$ cat config.mk
export PLATFORM = sky130hd
export DESIGN_NAME = alu_serial
export DESIGN_NICKNAME = d
export VERILOG_FILES = /design/src/rtl/alu_pkg.sv /design/src/rtl/alu_slice.sv /design/src/rtl/alu_serial.sv
export SDC_FILE = /design/constraint.sdc
export NUM_CORES = 1
export LEC_CHECK = 0
export CAP_MARGIN = 20
export CORE_UTILIZATION = 45
export DETAILED_ROUTE_END_ITERATION = 7
export GPL_TIMING_DRIVEN = 0
export PLACE_DENSITY = 0.71
export SLEW_MARGIN = 10
export SYNTH_ARGS = -nofsm -noshare
export SYNTH_HDL_FRONTEND = slang
export SYNTH_SLANG_ARGS = --single-unit
$ cat constraint.sdc
create_clock -name clk -period 4.5 [get_ports clk]
set_clock_uncertainty 0.2 [all_clocks]
set_input_delay 0.675 -clock clk [delete_from_list [all_inputs] [get_ports clk]]
set_output_delay 0.675 -clock clk [all_outputs]
set_load 0.02 [all_outputs]
$ cat src/rtl/alu_pkg.sv
// Shared types for the serial ALU: operation codes and controller states.
package alu_pkg;

    typedef enum logic [1:0] {
        OP_NOR = 2'b00,
        OP_XOR = 2'b01,
        OP_ADD = 2'b10,
        OP_SUB = 2'b11
    } op_t;

    typedef enum logic [1:0] {
        IDLE = 2'b00,
        RUN  = 2'b01,
        DONE = 2'b10
    } state_t;

endpackage

$ cat src/rtl/alu_slice.sv
// One-bit ALU slice; SUB is an add of a, ~b and the incoming carry.
module alu_slice
    import alu_pkg::*;
(
    input  logic a,
    input  logic b,
    input  logic cin,
    input  op_t  op,
    output logic s,
    output logic cout
);

    logic b_eff;

    always_comb begin
        s     = 1'b0;
        cout  = 1'b0;
        b_eff = (op == OP_SUB) ? ~b : b;
        case (op)
            OP_NOR: s = ~(a | b);
            OP_XOR: s = a ^ b;
            default: begin
                s    = a ^ b_eff ^ cin;
                cout = (a & b_eff) | (a & cin) | (b_eff & cin);
            end
        endcase
    end

endmodule

$ cat src/rtl/alu_serial.sv
// Multi-cycle ALU iterating BITS_PER_CYCLE chained slices LSB first.
// Optional zero/ovf outputs are built when ALU_SERIAL_FLAGS_EN is defined.
//   state | meaning
//   IDLE  | ready, waiting for start
//   RUN   | one chunk per cycle into the accumulator
//   DONE  | one-cycle done strobe, result/cout valid
module alu_serial
    import alu_pkg::*;
#(
    parameter int WIDTH          = 8,
    parameter int BITS_PER_CYCLE = 1
) (
    input  logic             clk,
    input  logic             rst_n,
    input  logic             start,
    input  logic [1:0]       op,
    input  logic [WIDTH-1:0] a,
    input  logic [WIDTH-1:0] b,
    output logic             ready,
    output logic             done,
    output logic [WIDTH-1:0] result,
    output logic             cout
`ifdef ALU_SERIAL_FLAGS_EN
    ,
    output logic             zero,
    output logic             ovf
`endif
);

    localparam int STEPS = WIDTH / BITS_PER_CYCLE;
    localparam int CW    = (STEPS > 1) ? $clog2(STEPS) : 1;
    localparam logic [CW-1:0] LAST = CW'(STEPS - 1);

    state_t            state_q, state_d;
    logic [CW-1:0]     cnt_q, cnt_d;
    logic [WIDTH-1:0]  a_q, a_d, b_q, b_d;
    logic [WIDTH-1:0]  acc_q, acc_d;
    logic [WIDTH-1:0]  result_q, result_d;
    op_t               op_q, op_d;
    logic              carry_q, carry_d;
    logic              cout_q, cout_d;

    logic [BITS_PER_CYCLE:0]   chain;
    logic [BITS_PER_CYCLE-1:0] chunk_s;
    logic [WIDTH-1:0]          acc_next;
    logic                      is_arith;

`ifdef ALU_SERIAL_FLAGS_EN
    logic zero_q, zero_d, ovf_q, ovf_d;
`endif

    assign chain[0] = carry_q;

    for (genvar i = 0; i < BITS_PER_CYCLE; i++) begin : g_slice
        alu_slice u_slice (
            .a    (a_q[i]),
            .b    (b_q[i]),
            .cin  (chain[i]),
            .op   (op_q),
            .s    (chunk_s[i]),
            .cout (chain[i+1])
        );
    end

    // New chunk enters at the top; after STEPS shifts bit 0 lands in place.
    assign acc_next = (acc_q >> BITS_PER_CYCLE) | (WIDTH'(chunk_s) << (WIDTH - BITS_PER_CYCLE));
    assign is_arith = op_q[1];

    always_comb begin
        state_d  = state_q;
        cnt_d    = cnt_q;
        a_d      = a_q;
        b_d      = b_q;
        op_d     = op_q;
        carry_d  = carry_q;
        acc_d    = acc_q;
        result_d = result_q;
        cout_d   = cout_q;
`ifdef ALU_SERIAL_FLAGS_EN
        zero_d   = zero_q;
        ovf_d    = ovf_q;
`endif
        case (state_q)
            IDLE: begin
                if (start) begin
                    a_d     = a;
                    b_d     = b;
                    op_d    = op_t'(op);
                    cnt_d   = '0;
                    carry_d = (op == 2'b11);
                    acc_d   = '0;
                    state_d = RUN;
                end
            end
            RUN: begin
                a_d     = a_q >> BITS_PER_CYCLE;
                b_d     = b_q >> BITS_PER_CYCLE;
                acc_d   = acc_next;
                carry_d = chain[BITS_PER_CYCLE];
                cnt_d   = cnt_q + CW'(1);
                if (cnt_q == LAST) begin
                    state_d  = DONE;
                    cnt_d    = '0;
                    result_d = acc_next;
                    cout_d   = is_arith & chain[BITS_PER_CYCLE];
`ifdef ALU_SERIAL_FLAGS_EN
                    zero_d   = (acc_next == '0);
                    ovf_d    = is_arith & (chain[BITS_PER_CYCLE] ^ chain[BITS_PER_CYCLE-1]);
`endif
                end
            end
            DONE: state_d = IDLE;
            default: state_d = IDLE;
        endcase
    end

    always_ff @(posedge clk or negedge rst_n) begin
        if (!rst_n) begin
            state_q  <= IDLE;
            cnt_q    <= '0;
            a_q      <= '0;
            b_q      <= '0;
            op_q     <= OP_NOR;
            carry_q  <= 1'b0;
            acc_q    <= '0;
            result_q <= '0;
            cout_q   <= 1'b0;
`ifdef ALU_SERIAL_FLAGS_EN
            zero_q   <= 1'b0;
            ovf_q    <= 1'b0;
`endif
        end else begin
            state_q  <= state_d;
            cnt_q    <= cnt_d;
            a_q      <= a_d;
            b_q      <= b_d;
            op_q     <= op_d;
            carry_q  <= carry_d;
            acc_q    <= acc_d;
            result_q <= result_d;
            cout_q   <= cout_d;
`ifdef ALU_SERIAL_FLAGS_EN
            zero_q   <= zero_d;
            ovf_q    <= ovf_d;
`endif
        end
    end

    assign ready  = (state_q == IDLE);
    assign done   = (state_q == DONE);
    assign result = result_q;
    assign cout   = cout_q;
`ifdef ALU_SERIAL_FLAGS_EN
    assign zero   = zero_q;
    assign ovf    = ovf_q;
`endif

endmodule

# Yosys cells after proc, flatten, opt, wreduce, memory -nomap -nowiden
# Index checks and enable logic that the tools add are counted.
# totals
ff_bits	41
input_bits	21
out_inout_bits	11
word_cells	56
# op_classes
add_sub_neg	1
eq_ne	8
mux	17
n_bitwise	13
reduce_logical	8
# op_table
operator	n
case mux 8 bit (2 select lines)	3
2-to-1 mux 8 bit	3
OR 7 x 8 -> 8 bit	1
AND reduction 2 bit	4
== test 2 bit (second input constant)	3
2-to-1 mux 3 bit	2
case mux 3 bit (2 select lines)	1
AND 1 bit	4
== test 2 x 1 -> 1 bit (second input constant)	2
zero test 2 bit	2
2-to-1 mux 2 bit	2
!= test 2 bit (second input constant)	2
case mux 1 bit (2 select lines)	2
case mux 2 bit (2 select lines)	1
adder 3 x 1 -> 3 bit (second input constant)	1
== test 3 bit (second input constant)	1
2-to-1 mux 1 bit	3
OR 1 bit	3
XOR 1 bit	3
NOT 1 bit	2
nonzero test 2 bit	1
OR reduction 2 bit	1

# Longest topological paths before layout
# logic_depth
depth_word	7
mapped_depth	6
ltp_nobuf	5

# By module
# A second synthesis with hierarchy kept.
# unflattened
cells_unflattened	153
hier_area_um2	1814.2
# modules_own_cells
mod	n_inst	cells_each	area_per_inst_um2	seq_area_each_um2
alu_serial	1	143	1736.7	1001.0
alu_slice	1	10	77.6	0.0

# Least setup slack after synthesis
# No wires, ideal clock.
# synth_timing
path_kind	register to register
from	register cnt_q[0]
to	register result_q[2], in the netlist result[2]
setup_time_ns	0.125
arrival_time_ns	1.443
t_required_ns	4.175
path_slack_ns	2.733
path_stages_with_launch	6
n_path_buf	1
synth_period_minus_slack_ns	1.767
cell_sequence	dfrtp_1 -> ha_1 -> ha_1 -> nand3b_1 -> buf_2 -> mux2_2
# synth_between
elab_chain_len	2
# synth_rtl
item	line	text
start, declared	alu_serial.sv:35	logic [CW-1:0] cnt_q, cnt_d;
start signal, assigned	alu_serial.sv:134	cnt_q <= cnt_d;
== test 3 bit	alu_serial.sv:101	if (cnt_q == LAST) begin
AND reduction 2 bit (no line)	-	
end signal, assigned	alu_serial.sv:140	result_q <= result_d;
end, declared	alu_serial.sv:38	logic [WIDTH-1:0] result_q, result_d;
# No other way between the ends.
# A chain may end at the register's enable or synchronous reset.

# Worst setup path after layout
# layout_timing
from	register state_q[1]
to	output done
# layout_between
elab_chain_len	1
# layout_rtl
item	line	text
start, declared	alu_serial.sv:34	state_t state_q, state_d;
start signal, assigned	alu_serial.sv:133	state_q <= state_d;
== test 2 bit	alu_serial.sv:150	assign done = (state_q == DONE);
end, declared	alu_serial.sv:20	output logic done,
# No other way between the ends.

==> reports/results.tsv <==
stage	metric	value	unit
synthesis	proportion_of_netlist_area_held_by_the_largest_area_contributor	0.548	
floorplan	die_h	65.7	um
clock_network	hold_buffers_post_cts	0	
min_path	min-delay-path-class	in2async	
layout	post_layout_nets	244	
clock_network	cts_made_buffers	5	
synthesis	synth_top_flop_cell	dfrtp_1	
flow_run	drv_cap	0	
layout	layout-drive-gt1-share	0.173	
synthesis	avgSynthCellArea	10.2	sq um
sta	slew_viol_final	0	
floorplan	num_io_pins	32	
routing	post-route-drc-count	0	
setup_path	timing.critical_path.arrival	1470	ps
synthesis	syn_nets	205	
place	post-dp-hpwl	2650	um
layout	layoutNonFillerInstCount	268	
sta	worst_hold_slack	145	ps
sta	worst_pin_slew	491	ps
setup_path	critical_path_class	reg2out	
clock_network	setup_fix_buffers_added_after_clock_tree_synthesis	0	
place	dp_slack	2200	ps
routing	drt-initial-drc-count	121	
setup_path	crit-reg2reg-capture	result[2]	
sta	final-setup-viol-count	0	
clock_network	cts_num_sinks	40	
grt	first_global_vias	1387	
sta	grt_setup_unrepaired	false	
clock_network	tritoncts	built	
synthesis	synthArstFlopShare	1.00	
clock_network	clock_tree.root_cell	clkbuf_8	
routing	route.vias.total	1399	
setup_path	crit_required	3620	ps
synthesis	synth_warn	0	
power	total_leakage_power	1.10	nW
sta	max-slew-margin-rel	0.672	
clock_network	cts-htree-levels	2	
synthesis	synth-edff-count	0	
sta	min_period_over_period	0.521	
sta	tns	0	ps
power	fin_total_pwr	1.51	mW
routing	wire_per_inst	13.3	um
layout	ant_cells	0	
setup_path	timing.reg2reg.worst_path_depth	5	
sta	fmax	427	MHz
floorplan	rows	22	
synthesis	synth.distinct_cells	23	
floorplan	floorplan.core_area	3770	sq um
synthesis	synth_cells	180	
synthesis	postSynthRegisterBits	40	
setup_path	reg2reg_from	cnt_q[0]	
place	place_congestion	0.727	
synthesis	synth.cell_area	1830	sq um
floorplan	initial_core_util	0.485	
synthesis	ys_top_cells_by_area	dfrtp_1, nand2_1, nand3_1	
routing	total_routed_wirelength	3560	um
setup_path	reg2reg_setup_slack	2580	ps
power	power_density	656	nW/um^2
place	place_inst	260	
sta	hold_viol	0	
grt	grt_antenna_before_repair	0	
power	max-vdd-ir-drop	0.350	mV
setup_path	critPathLaunchType	flip-flop	
clock_network	clk-insertion-delay-late	290	ps
clock_network	post_cts.resized_instances	0	
layout	syn_to_final_growth	26.4	%
routing	drt-pass1-iter-count	4	
setup_path	crit_start	state_q[1]	
sta	timing.final.crit_period	2340	ps
routing	ant_nets	0	
setup_path	capturing_element_type_of_the_critical_path	primary output	
floorplan	die-area	4320	sq um
synthesis	yosysTopAreaCell	dfrtp_1	
floorplan	die_w	65.7	um
setup_path	path_max_fanout	7	
routing	vias_per_cell	5.22	
sta	fin_ws	2160	ps
clock_network	path_clk_slew	70	ps
place	port_buffers	31	
grt	grt_use_total	0.193	
grt	gr-total-overflow	0	
grt	grt_first_pass_wirelength	6150	um
grt	grt_max_degree	22	
clock_network	clock_path_buffers	2	
status	run_status	complete, no violations	
setup_path	cp-endpoint	done	
synthesis	part_of_the_yosys_area_used_for_sequential_elements	0.548	
[area by class of cell]
class,instances,area [sq um]
Clock buffer,8,90.1
Timing Repair Buffer,32,333
Sequential cell,40,1000
Tap cell,48,60.1
Buffer,11,73.8
Inverter,3,11.3
Fill cell,302,1460
Multi-Input combinational cell,126,742
[sequential cells by signal, summed over array words and instances, names as in the netlist]
name,flops
a_q,8
b_q,8
result,8
acc_q,7
cnt_q,3
op_q,2
state_q,2
carry_q,1
cout,1
[worst min-delay path by stage]
stage / end
final: cout
after detailed placement: a_q[5]
after global routing: result[7]
after global placement: a_q[2]
after CTS: a_q[5]
after floorplan: a_q[0]
[metrics by stage]
stage | cell area [sq um] | utilization
2_1_floorplan | 1830 | -
3_3_place_gp | 2200 | 0.583
3_5_place_dp | 2220 | 0.589
4_1_cts | 2310 | 0.613
5_1_grt | 2310 | 0.613
6_report | 2310 | 0.613
[routing by layer]
metal	wire length, um	GRT usage	share of wire
met1	1590	0.246	0.45
met2	1750	0.309	0.49
met3	149	0.0434	0.042
met5	0	0	0
met4	72	0.0951	0.020
[cells in the mapped netlist, drive strengths merged, types with 2 or more instances]
cell    number
nand3       38
o311ai       2
nand2       57
buf         11
dfrtp       40
ha           3
o21ai        2
nand3b       2
mux2         7
nor2b        3
inv          3
o31ai        3
[worst max-delay path, stage by stage (launching register included)]
cell and delay, ps:
dfrtp_1 410, nor2b_1 160, clkdlybuf4s50_1 620
[power by group]
part / switching (mW) / internal, mW / total, mW
logic: 0.359 / 0.291 / 0.650
registers: 0.106 / 0.521 / 0.627
clock network: 0.113 / 0.125 / 0.238
[placed cells by master, fill, tap and decap left out]
| cell type | netlist | routed |
|---|---|---|
| buf_2 | 8 | 9 |
| fa_1 | 1 | 1 |
| mux2_2 | 7 | 7 |
| nand3_2 | 12 | 12 |
| clkbuf_1 | 0 | 2 |
| and2b_1 | 1 | 1 |
| clkdlybuf4s50_1 | 0 | 30 |
| dfrtp_1 | 40 | 40 |
| buf_16 | 0 | 1 |
| nor2_1 | 1 | 1 |
| o31ai_1 | 3 | 3 |
| nand2b_1 | 1 | 1 |
| nand3b_1 | 2 | 2 |
| o311ai_0 | 2 | 2 |
| nand2_1 | 57 | 57 |
| a211oi_1 | 1 | 1 |
| o21ai_0 | 2 | 2 |
| clkbuf_8 | 0 | 6 |
| nand3_1 | 26 | 26 |
| ha_1 | 3 | 3 |
| nor2b_1 | 3 | 3 |
| buf_6 | 3 | 3 |
| o211ai_1 | 1 | 1 |
| nor3b_1 | 1 | 1 |
| or3b_1 | 1 | 1 |
| inv_1 | 3 | 3 |
| xnor2_1 | 1 | 1 |
[cells by family after synthesis]
family                   after synthesis  share of synthesized area
AND/OR/NAND/NOR                      105                      0.291
buffers and inverters                 14                     0.0465
XOR/XNOR                               1                    0.00479
flip-flops                            40                      0.548
adder cells (fa/ha/maj)                4                     0.0315
multiplexers                           7                     0.0431
AO/OA/AOI/OAI                          9                     0.0356
Note: power is estimated with default switching activity, not from simulation.
